==> config.mk <==
export PLATFORM = sky130hd
export DESIGN_NAME = muldiv_unit_flat
export DESIGN_NICKNAME = d
export VERILOG_FILES = /design/src/rtl/muldiv_pkg.sv /design/src/rtl/muldiv_if.sv /design/src/rtl/muldiv_step.sv /design/src/rtl/muldiv_unit.sv /design/src/flat_wrapper.sv
export SDC_FILE = /design/constraint.sdc
export NUM_CORES = 1
export LEC_CHECK = 0
export ABC_AREA = 1
export CAP_MARGIN = 10
export CORE_UTILIZATION = 49
export DETAILED_ROUTE_END_ITERATION = 12
export GPL_TIMING_DRIVEN = 0
export PLACE_DENSITY = 0.83
export REMOVE_ABC_BUFFERS = 1
export SKIP_LAST_GASP = 1
export SYNTH_ARGS = -nofsm -noshare
export SYNTH_HDL_FRONTEND = slang
export SYNTH_HIERARCHICAL = 1
export SYNTH_SLANG_ARGS = --single-unit
==> constraint.sdc <==
create_clock -name clk -period 4.3 [get_ports clk]
set_clock_uncertainty 0.1 [all_clocks]
set_input_delay 0.86 -clock clk [delete_from_list [all_inputs] [get_ports clk]]
set_output_delay 0.86 -clock clk [all_outputs]
set_load 0.01 [all_outputs]
==> src/rtl/muldiv_pkg.sv <==
// Shared definitions for the iterative multiply/divide unit.
//   XLEN      : operand/result width of the core
//   CNT_W     : width of the iteration counter
//   op_e      : operation encodings driven by the EX stage
//   state_e   : control FSM states
package muldiv_pkg;

    localparam int unsigned XLEN  = 32;
    localparam int unsigned CNT_W = $clog2(XLEN);

    typedef enum logic [1:0] {
        OP_MUL   = 2'b00,
        OP_MULHU = 2'b01,
        OP_DIVU  = 2'b10,
        OP_REMU  = 2'b11
    } op_e;

    typedef enum logic [1:0] {
        IDLE = 2'b00,
        RUN  = 2'b01,
        DONE = 2'b10
    } state_e;

    // Divide-class ops share the restoring datapath.
    function automatic logic op_is_div(input op_e op);
        return op[1];
    endfunction

endpackage

==> src/rtl/muldiv_if.sv <==
// Request/response bundle between EX and the multiply/divide unit.
//   start, op, a, b, flush : request side (master drives)
//   busy, done, result     : response side (slave drives)
import muldiv_pkg::*;

interface muldiv_if #(
    parameter int unsigned WIDTH = XLEN
);
    logic             start;
    op_e              op;
    logic [WIDTH-1:0] a;
    logic [WIDTH-1:0] b;
    logic             flush;
    logic             busy;
    logic             done;
    logic [WIDTH-1:0] result;

    modport master (
        output start, op, a, b, flush,
        input  busy, done, result
    );

    modport slave (
        input  start, op, a, b, flush,
        output busy, done, result
    );
endinterface

==> src/rtl/muldiv_step.sv <==
// One combinational iteration of shift-add multiply or restoring divide.
//   div     : 1 = divide step, 0 = multiply step
//   hi, lo  : accumulator halves (hi/lo for multiply, r/q for divide)
//   b       : multiplier / divisor
//   hi_next, lo_next : accumulator after this iteration
import muldiv_pkg::*;

module muldiv_step #(
    parameter int unsigned WIDTH = XLEN
) (
    input  logic             div,
    input  logic [WIDTH-1:0] hi,
    input  logic [WIDTH-1:0] lo,
    input  logic [WIDTH-1:0] b,
    output logic [WIDTH-1:0] hi_next,
    output logic [WIDTH-1:0] lo_next
);

    logic [WIDTH:0] sum;
    logic [WIDTH:0] rem_sh;
    logic [WIDTH:0] trial;

    always_comb begin
        // Multiply: conditional add with carry out, then {c, hi, lo} >> 1.
        sum    = {1'b0, hi} + (lo[0] ? {1'b0, b} : (WIDTH+1)'(0));
        // Divide: {r, q} << 1 keeps r's old MSB so the trial subtract is exact.
        rem_sh = {hi, lo[WIDTH-1]};
        trial  = rem_sh - {1'b0, b};

        if (div) begin
            if (!trial[WIDTH]) begin
                hi_next = trial[WIDTH-1:0];
                lo_next = {lo[WIDTH-2:0], 1'b1};
            end else begin
                hi_next = rem_sh[WIDTH-1:0];
                lo_next = {lo[WIDTH-2:0], 1'b0};
            end
        end else begin
            hi_next = sum[WIDTH:1];
            lo_next = {sum[0], lo[WIDTH-1:1]};
        end
    end

endmodule

==> src/rtl/muldiv_unit.sv <==
// Iterative unsigned MUL/MULHU/DIVU/REMU unit for the EX stage.
//   clk, rst : clock, asynchronous active-high reset
//   bus      : slave side of muldiv_if (start/op/a/b/flush in,
//              busy/done/result out)
// One op per accepted start; WIDTH iterations, then a one-cycle done.
import muldiv_pkg::*;

module muldiv_unit #(
    parameter int unsigned WIDTH = XLEN
) (
    input  logic     clk,
    input  logic     rst,
    muldiv_if.slave  bus
);

    localparam int unsigned CW = $clog2(WIDTH);

    state_e           state_q, state_d;
    op_e              op_q, op_d;
    logic [WIDTH-1:0] b_q, b_d;
    logic [WIDTH-1:0] hi_q, hi_d;
    logic [WIDTH-1:0] lo_q, lo_d;
    logic [WIDTH-1:0] result_q, result_d;
    logic [CW-1:0]    cnt_q, cnt_d;
    logic             busy_q, busy_d;
    logic [WIDTH-1:0] hi_step, lo_step;

    muldiv_step #(.WIDTH(WIDTH)) u_step (
        .div     (op_is_div(op_q)),
        .hi      (hi_q),
        .lo      (lo_q),
        .b       (b_q),
        .hi_next (hi_step),
        .lo_next (lo_step)
    );

    // State register.
    always_ff @(posedge clk or posedge rst) begin
        if (rst) state_q <= IDLE;
        else     state_q <= state_d;
    end

    // Operand, accumulator, counter and output registers.
    always_ff @(posedge clk or posedge rst) begin
        if (rst) begin
            op_q     <= OP_MUL;
            b_q      <= '0;
            hi_q     <= '0;
            lo_q     <= '0;
            result_q <= '0;
            cnt_q    <= '0;
            busy_q   <= 1'b0;
        end else begin
            op_q     <= op_d;
            b_q      <= b_d;
            hi_q     <= hi_d;
            lo_q     <= lo_d;
            result_q <= result_d;
            cnt_q    <= cnt_d;
            busy_q   <= busy_d;
        end
    end

    // Next-state and datapath control.
    always_comb begin
        state_d  = state_q;
        op_d     = op_q;
        b_d      = b_q;
        hi_d     = hi_q;
        lo_d     = lo_q;
        result_d = result_q;
        cnt_d    = cnt_q;

        case (state_q)
            IDLE: begin
                if (bus.start && !bus.flush) begin
                    op_d  = bus.op;
                    b_d   = bus.b;
                    hi_d  = '0;
                    lo_d  = bus.a;
                    cnt_d = CW'(WIDTH - 1);
                    // Divide by zero bypasses the iterations entirely.
                    if (op_is_div(bus.op) && (bus.b == '0)) begin
                        state_d  = DONE;
                        result_d = (bus.op == OP_DIVU) ? '1 : bus.a;
                    end else begin
                        state_d  = RUN;
                    end
                end
            end
            RUN: begin
                if (bus.flush) begin
                    state_d = IDLE;
                end else begin
                    hi_d  = hi_step;
                    lo_d  = lo_step;
                    cnt_d = cnt_q - CW'(1);
                    if (cnt_q == '0) begin
                        state_d  = DONE;
                        // op[0] picks the high half (MULHU) or remainder (REMU).
                        result_d = op_q[0] ? hi_step : lo_step;
                    end
                end
            end
            DONE: begin
                state_d = IDLE;
            end
            default: begin
                state_d = IDLE;
            end
        endcase

        busy_d = (state_d != IDLE);
    end

    // done is gated by flush in the same cycle so an aborted op never reports.
    assign bus.done   = (state_q == DONE) && !bus.flush;
    assign bus.busy   = busy_q;
    assign bus.result = result_q;

endmodule

==> src/flat_wrapper.sv <==
// flat-port wrapper written by rule: the top's interface ports become plain ports
module muldiv_unit_flat 
#(
    parameter int unsigned WIDTH = XLEN
)
  (clk, rst, bus_start, bus_op, bus_a, bus_b, bus_flush, bus_busy, bus_done, bus_result);
  muldiv_if #(.WIDTH(WIDTH)) bus_i ();
  input  logic clk;
  input  logic rst;
  input wire logic [$bits(bus_i.start)-1:0] bus_start;
  input wire logic [$bits(bus_i.op)-1:0] bus_op;
  input wire logic [$bits(bus_i.a)-1:0] bus_a;
  input wire logic [$bits(bus_i.b)-1:0] bus_b;
  input wire logic [$bits(bus_i.flush)-1:0] bus_flush;
  output wire logic [$bits(bus_i.busy)-1:0] bus_busy;
  output wire logic [$bits(bus_i.done)-1:0] bus_done;
  output wire logic [$bits(bus_i.result)-1:0] bus_result;
  assign bus_i.start = bus_start;
  assign bus_i.op = bus_op;
  assign bus_i.a = bus_a;
  assign bus_i.b = bus_b;
  assign bus_i.flush = bus_flush;
  assign bus_busy = bus_i.busy;
  assign bus_done = bus_i.done;
  assign bus_result = bus_i.result;
  muldiv_unit #(.WIDTH(WIDTH)) u_core (.clk(clk), .rst(rst), .bus(bus_i));
endmodule
After elaboration in Yosys (flattened, before gate mapping)
Index checks and enable logic that the tools add are counted.
- add/sub/neg operators: 3
- eq/ne operators: 7
- multiplexer cells: 26
- reduce and logical (&&, ||, !) cells: 12
- operators by type and width (operator ; count):
    32-bit two-way mux ; 14
    32-bit case mux with 2 select lines ; 3
    32-bit by 33-bit adder with 33-bit output ; 1
    33-bit by 32-bit subtractor with 33-bit output ; 1
    32-bit zero test ; 1
    5-bit two-way mux ; 2
    5-bit case mux with 2 select lines ; 1
    2-bit two-way mux ; 4
    2-bit by 1-bit inequality test with 1-bit output (second input constant) ; 3
    5-bit zero test ; 1
    5-bit AND reduction ; 1
    5-bit by 1-bit subtractor with 5-bit output (second input constant) ; 1
    2-bit == test (second input constant) ; 2
    2-bit case mux with 2 select lines ; 1
    2-bit nonzero test ; 2
    1-bit logical AND ; 3
    3-bit AND reduction ; 1
    2-bit by 1-bit == test with 1-bit output (second input constant) ; 1
    2-bit zero test ; 1
    2-bit inequality test (second input constant) ; 1
    2-bit AND reduction ; 1
    1-bit zero test ; 1
    1-bit two-way mux ; 1
- flip-flop bits (word level): 138
- logic and storage cells: 56

Depth between registers and ports, before layout
Gate-level depths: netlist of run 1.
- depth after elaboration: 7
- gate-level depth with buffers: 24
- gate-level depth less buffers: 23

Modules after synthesis
Netlist of run 1, hierarchy kept.
- modules (own cells, without submodules) (module ; times used ; cells each ; area each (µm²)):
    muldiv_unit ; 1 ; 733 ; 6513.7
    muldiv_step ; 1 ; 1301 ; 6372.4

Worst setup path after synthesis of run 1
OpenSTA, ideal clock, no wires.
- path type: flip-flop to flip-flop
- start point: reg u_core.lo_q[0]
- end point: reg u_core.result_q[11], in the netlist u_core/bus.result[11]
- library setup time: 0.117 ns
- arrival time: 2.585 ns
- data required time: 4.083 ns
- slack: 1.498 ns
- stages on the path, launching flop included: 21
- buffers on the path: 2
- period minus slack after synthesis: 2.802 ns
- path through: dfrtp_1 clkbuf_1 clkbuf_1 nand2_1 inv_1 fa_1 nand2_1 nand2_1 o21ai_0 inv_1 nand2_1 nand2_1 nand2_1 nand2_1 or2_2 nand3_1 nand2_1 o21ai_1 o211ai_1 nand3_1 nand2_1
- cells in the longest elaborated chain, start to end: 7
- ends and longest elaborated chain (element ; RTL line ; text):
    start: declaration ; muldiv_unit.sv:22 ; logic [WIDTH-1:0] lo_q, lo_d;
    start signal: assignment ; muldiv_unit.sv:57 ; lo_q <= lo_d;
    32-bit two-way mux ; muldiv_step.sv:25 ; sum = {1'b0, hi} + (lo[0] ? {1'b0, b} : (WIDTH+1)'(0));
    32-bit by 33-bit adder with 33-bit output ; muldiv_step.sv:25 ;
    32-bit two-way mux ; muldiv_step.sv:30 ; if (div) begin
    named net u_core.hi_step[11] ; muldiv_unit.sv:26 ; logic [WIDTH-1:0] hi_step, lo_step;
    32-bit two-way mux ; muldiv_unit.sv:101 ; result_d = op_q[0] ? hi_step : lo_step;
    32-bit two-way mux ; muldiv_unit.sv:98 ; if (cnt_q == '0) begin
    32-bit two-way mux ; muldiv_unit.sv:92 ; if (bus.flush) begin
    32-bit case mux with 2 select lines ; muldiv_unit.sv:74 ; case (state_q)
    end signal: assignment ; muldiv_unit.sv:58 ; result_q <= result_d;
    end: declaration ; muldiv_unit.sv:23 ; logic [WIDTH-1:0] result_q, result_d;
The timed path passes the listed nets, and every way through them passes these cells. The select of a mux whose other input is x is not followed.
A chain may end at the register's enable or synchronous reset.

Worst setup path after layout of run 1
- start point: reg u_core.lo_q[0]
- end point: reg u_core.result_q[29], in the netlist u_core/bus.result[29]
The elaborated chain is that of the path after synthesis.

==> flow_summary.yaml, run 1 <==
synthesis:
  yosysMostFrequentCell: "nand2_1"
  synth_seq_cells: 138
  ys.flop_type: "dfrtp_1"
  netlist.area_leader.share_pct: 26.8
  yosysTopAreaCell: "dfrtp_1"
  synthTopCellsByArea: "dfrtp_1, nand2_1, inv_1, nand3_1, ha_1"
  synthDistinctLibCells: 50
  yosysSeqAreaShare_pct: 26.8
  ys_top_cells_by_count: "nand2_1, inv_1, nand3_1"
  post_synth.cell_area_avg_um2: 6.34
  synthCells: 2034
  syn_area_mm2: 0.0129
  yosys_warnings: 6
  async_reset_ff_share_pct: 100
  synth_edf_count: 0
global_routing:
  grt_max_degree: 80
  grt_pass1_wl_um: 65500
  grtUsageTotal_pct: 31.4
  grt_antenna_before_repair: 0
  grt_overflow: 0
  grt_pass1_vias: 12500
power:
  pwr_density_cell_mw_per_mm2: 701
  p_leak_nw: 7.86
  irDropWorstVdd_uv: 323
die:
  die-area_mm2: 0.0270
  die_width_um: 164
  core_area_mm2: 0.0255
  ioPinCount: 104
  start_util_pct: 50.6
  die_h_um: 164
  rows: 58
critical_path:
  crit_path_start_kind: "flip-flop"
  cp_cell_sequence: "nand2_1 > inv_1 > ha_1 > fa_1 > nand2_1 > nand2_1 > o21ai_0 > o21ai_0 > nand3_1 > nand2_1 > nand2_1 > nand3_1 > nand3_1 > nand2_1 > o21ai_0 > o211ai_1 > nand3_1 > nand2_1"
  cp_max_fo: 34
  critPathKind: "flip-flop to flip-flop"
  worst-path-stages: 18
  r2r_setup_slack_ns: 0.36
  rr_worst_depth: 18
  crit_arrival_ns: 4.22
  worstPathRequired_ns: 4.58
  crit_slowest_cell: "dfrtp_2"
  r2r-start: "u_core/lo_q[0]"
  cp-endpoint: "u_core/bus.result[29]"
  end_kind: "flip-flop"
  cp-startpoint: "u_core/lo_q[0]"
  regToRegEndpoint: "u_core/bus.result[29]"
  cp_top_family: "simple AND/OR/NAND/NOR gates"
  slowest_delay_ns: 0.80
  path_buf_inv: 1
  cpMostUsedCell: "nand2_1"
detailed_routing:
  routed_wl_um: 41600
  drtAntennaViolNets: 0
  wl_per_cell_um: 17.1
  drc: 0
  viasPerCell: 5.57
  dr.pass1.iters: 6
  vias: 13500
  initialDrtViolationCount: 1359
sta:
  rsz0062_at_grt: "no"
  hold_viol: 0
  fin_hold_ws_ns: 0.402
  drv_slew: 0
  fin_crit_sh_pct: 91.5
  setup_viol: 0
  slew_headroom_pct: 25.1
  tightest_slew_ns: 1.12
  finalCriticalPeriod_ns: 3.94
  clock.fmax_ghz: 0.254
clock_tree:
  cts.sinks: 138
  cts-root-buf: "clkbuf_16"
  cts_buffer_depth: 2
  holdBufCountCts: 0
  cts_tree: "yes"
  post_cts_resized: 0
  path_clk_slew_ns: 0.07
  cts_setup_buffers: 0
  clkLatencyLatePin_ns: 0.43
  numCtsBuffers: 17
  htreeDepth: 4
placement:
  hpwl_um: 32100
  io_buffers: 103
  gp_congestion: 0.950
layout:
  area_delta_synth_final_pct: 13.1
  final_nets: 2223
  utilization_pct: 57.2
  final_layout_size_suffix_gt1_share_pct: 6.63
  antenna_cells: 0
run_status:
  status: "completed"
worst_hold_path:
  hold_class: "flip-flop to flip-flop"
run:
  max_cap_viol_count: 0
## cell type report
cell class / instances / area, um^2
Clock buffer: 18 / 439
Clock inverter: 14 / 159
Fill cell: 2455 / 10900
Inverter: 301 / 1140
Multi-Input combinational cell: 1520 / 7850
Sequential cell: 138 / 3460
Tap cell: 330 / 413
Timing Repair Buffer: 107 / 1120
## placed cells by master (no fill, tap or decap), types with 4 or more instances in the layout
master           Yosys  final
inv_6                0      5
a21oi_1             70     70
a31oi_1             32     32
clkdlybuf4s50_1      0    103
or2_2                8      8
nand2_2             22     22
nand3_2             38     38
nand2_1            668    668
inv_1              290    289
dfrtp_1            138    136
xnor2_1              9      9
nand3b_1            16     16
nand3_1            176    176
nor2_1             156    156
nand4_1             20     20
nor2_2               5      5
nand2_4              7      7
o211ai_1            25     25
o21bai_1             8      8
a22o_1              23     23
clkbuf_16            0     17
nor3_1              12     12
o21a_1               5      5
o21ai_1             20     20
clkinvlp_4           0      4
xor2_1               7      7
o21ai_0            101    101
inv_2                9      9
ha_1                66     66
and2_1               6      6
## state kept, by name (all words and copies together), names as in the netlist
register and cells:
u_core/b_q 32, u_core/bus.result 32, u_core/hi_q 32, u_core/lo_q 32, u_core/cnt_q 5, u_core/op_q 2
u_core/state_q 2, u_core/bus.busy 1
## where the power goes
part           internal (mW)  switching (mW)
combinational           2.28            4.20
sequential              1.71           0.502
clock                  0.881           0.643
## worst register-to-register path: cells and delay by family (launching register included)
family | cells | cell delay, ns
compound gates | 4 | 0.94
flops | 1 | 0.80
simple gates | 11 | 1.37
fa+ha+maj | 2 | 0.58
buf+inv | 1 | 0.10
## logic make-up after synthesis
| logic type | count (synthesis) | synth area share [%] |
|---|---|---|
| AND/OR/NAND/NOR | 1143 | 39.7 |
| buffers and inverters | 376 | 12.3 |
| AO/OA/AOI/OAI | 293 | 13.4 |
| flip-flops | 138 | 26.8 |
| adder cells (fa/ha/maj) | 68 | 6.72 |
| XOR/XNOR | 16 | 1.09 |
## routing by layer
layer / up-vias / global-route usage (%) / wire, um
met5: - / 0 / 0
met4: 0 / 9.64 / 1130
met3: 79 / 3.91 / 2830
met2: 578 / 52.3 / 19300
met1: 6238 / 42.1 / 18400
li1: 6637 / - / -
## through the flow
step	power (mW)	worst slack (ns)	TNS, ns	std cells	cell area (um^2)
after floorplan	6.59	-0.356	-49.15	1959	12400
after CTS	10.1	0.0739	0	2428	14600
after detailed placement	8.55	-0.00469	-0.0172	2396	14000
after global placement	8.42	-2.43	-413.49	2392	13900
after global routing	11.1	0.0554	0	2428	14600
final	10.2	0.364	0	2428	14600
## worst min path at each step
stage | start | to | slack (ns) | cells after the start
finish | u_core/cnt_q[3] | u_core/cnt_q[3] | 0.40 | 2
CTS | u_core/cnt_q[3] | u_core/cnt_q[3] | 0.40 | 2
detailed placement | u_core/cnt_q[3] | u_core/cnt_q[3] | 0.39 | 2
global route | u_core/b_q[31] | u_core/b_q[31] | 0.43 | 2
global placement | u_core/cnt_q[3] | u_core/cnt_q[3] | 0.38 | 2
floorplan | u_core/cnt_q[3] | u_core/cnt_q[3] | 0.37 | 2
Note: power is estimated with default switching activity, not from simulation.
==> run 2, diff against run 1 <==
- CELL_PAD_IN_SITES_DETAIL_PLACEMENT: not set -> 1
- CELL_PAD_IN_SITES_GLOBAL_PLACEMENT: not set -> 1
- CORE_UTILIZATION: 49 -> 38
- PLACE_DENSITY: 0.83 -> 0.89
==> flow_summary.yaml, run 2 (synthesis results as in run 1) <==
sta:
  rsz0062_at_grt: "no"
  drv_slew: 0
  fin_crit_sh_pct: 89.4
  tightest_slew_ns: 1.05
  slew_headroom_pct: 29.5
  clock.fmax_ghz: 0.260
  finalCriticalPeriod_ns: 3.84
  setup_viol: 0
  hold_viol: 0
detailed_routing:
  wl_per_cell_um: 19.3
  dr.pass1.iters: 7
  viasPerCell: 5.47
  initialDrtViolationCount: 814
  drtAntennaViolNets: 0
  drc: 0
  vias: 13900
  routed_wl_um: 49200
power:
  pwr_density_cell_mw_per_mm2: 715
  total_power_mw: 10.6
  p_leak_nw: 7.90
  irDropWorstVdd_uv: 388
global_routing:
  grt_max_degree: 79
  grt_antenna_before_repair: 0
  grt_overflow: 0
  grtUsageTotal_pct: 29.1
  grt_pass1_vias: 14400
  grt_pass1_wl_um: 77700
worst_hold_path:
  hold_class: "flip-flop to flip-flop"
critical_path:
  worstPathRequired_ns: 4.58
  end_kind: "flip-flop"
  crit_arrival_ns: 4.13
  critPathKind: "flip-flop to flip-flop"
  cp_max_fo: 34
  crit_path_start_kind: "flip-flop"
die:
  start_util_pct: 38.5
  rows: 67
  ioPinCount: 104
  die_width_um: 186
  core_area_mm2: 0.0334
  die-area_mm2: 0.0347
  die_h_um: 186
run:
  max_cap_viol_count: 0
clock_tree:
  cts.sinks: 138
  holdBufCountCts: 0
  numCtsBuffers: 17
  path_clk_slew_ns: 0.06
  clkLatencyLatePin_ns: 0.45
  cts_setup_buffers: 0
  htreeDepth: 4
  cts_tree: "yes"
  cts_buffer_depth: 2
  cts-root-buf: "clkbuf_16"
run_status:
  status: "completed"
placement:
  io_buffers: 103
  hpwl_um: 37600
  gp_congestion: 0.969
layout:
  nFillCells: 4422
  antenna_cells: 0
  final_common_cell: "nand2_1"
  final_cell_mix: "nand2_1, inv_1, nand3_1, nor2_1, dfrtp_1"
  utilization_pct: 44.2
  final_nets: 2224
  area_delta_synth_final_pct: 14.7
  final_layout_size_suffix_gt1_share_pct: 6.63
-- run 2: area by class of cell --
type                            instances  area [um^2]  share of cell area (%)
Clock inverter                         11          168                    1.13
Sequential cell                       138         3460                    23.4
Inverter                              301         1140                    7.70
Timing Repair Buffer                  108         1140                    7.72
Clock buffer                           20          467                    3.16
Multi-Input combinational cell       1520         7850                    53.1
Tap cell                              448          561                    3.79
-- run 2: power breakdown --
group / internal (mW) / total, mW / switching, mW / leakage [nW]
Sequential: 1.72 / 2.26 / 0.541 / 1.61
Clock: 1.01 / 1.64 / 0.629 / 0.308
Combinational: 2.29 / 6.67 / 4.39 / 5.98
Total: 5.01 / 10.6 / 5.56 / 7.90
-- run 2: worst paths after layout --
path / cells after the start / to / slack (ns) / startpoint
max: 18 / u_core/bus.result[21] / 0.46 / u_core/lo_q[0]
min: 2 / u_core/bus.result[3] / 0.41 / u_core/bus.result[3]
max reg2reg: 18 / u_core/bus.result[21] / 0.46 / u_core/lo_q[0]
min reg2reg: 2 / u_core/bus.result[3] / 0.41 / u_core/bus.result[3]
max in group asynchronous: 3 / u_core/lo_q[19] / 2.44 / rst
min in group asynchronous: 2 / u_core/b_q[5] / 0.81 / rst
-- run 2: per-layer routing --
metal	track usage, %	share of wire, %
met1	37.7	45
met2	49.8	49
met3	4.13	3.8
met4	9.38	2.6
met5	0	0
-- run 2: repair_timing --
item	in CTS	in global routing
resized for setup	1	1
setup endpoints to repair	1	1
cloned	0	0
-- run 2: critical path, cell delays in order (launching register included) --
cell	delay, ns
dfrtp_4	0.68
nand2_1	0.17
inv_1	0.10
ha_1	0.28
fa_1	0.34
nand2_1	0.08
nand2_1	0.06
o21ai_0	0.17
o21ai_0	0.36
nand3_1	0.12
nand2_1	0.19
nand2_1	0.10
nand3b_1	0.10
nand3_1	0.11
nand2_1	0.19
o21ai_1	0.11
o211ai_1	0.26
nand3_1	0.13
nand2_1	0.11
-- run 2: stage by stage --
step / cell area [um^2] / TNS [ns] / hold WS [ns] / cells / setup WS, ns
floorplan: 12400 / -49.15 / 0.367 / 1959 / -0.356
global placement: 14000 / -446.40 / 0.387 / 2510 / -2.60
detailed placement: 14100 / -12.60 / 0.397 / 2514 / -0.298
CTS: 14800 / 0 / 0.414 / 2545 / 0.158
global route: 14800 / 0 / 0.441 / 2546 / 0.118
finish: 14800 / 0 / 0.412 / 2546 / 0.456
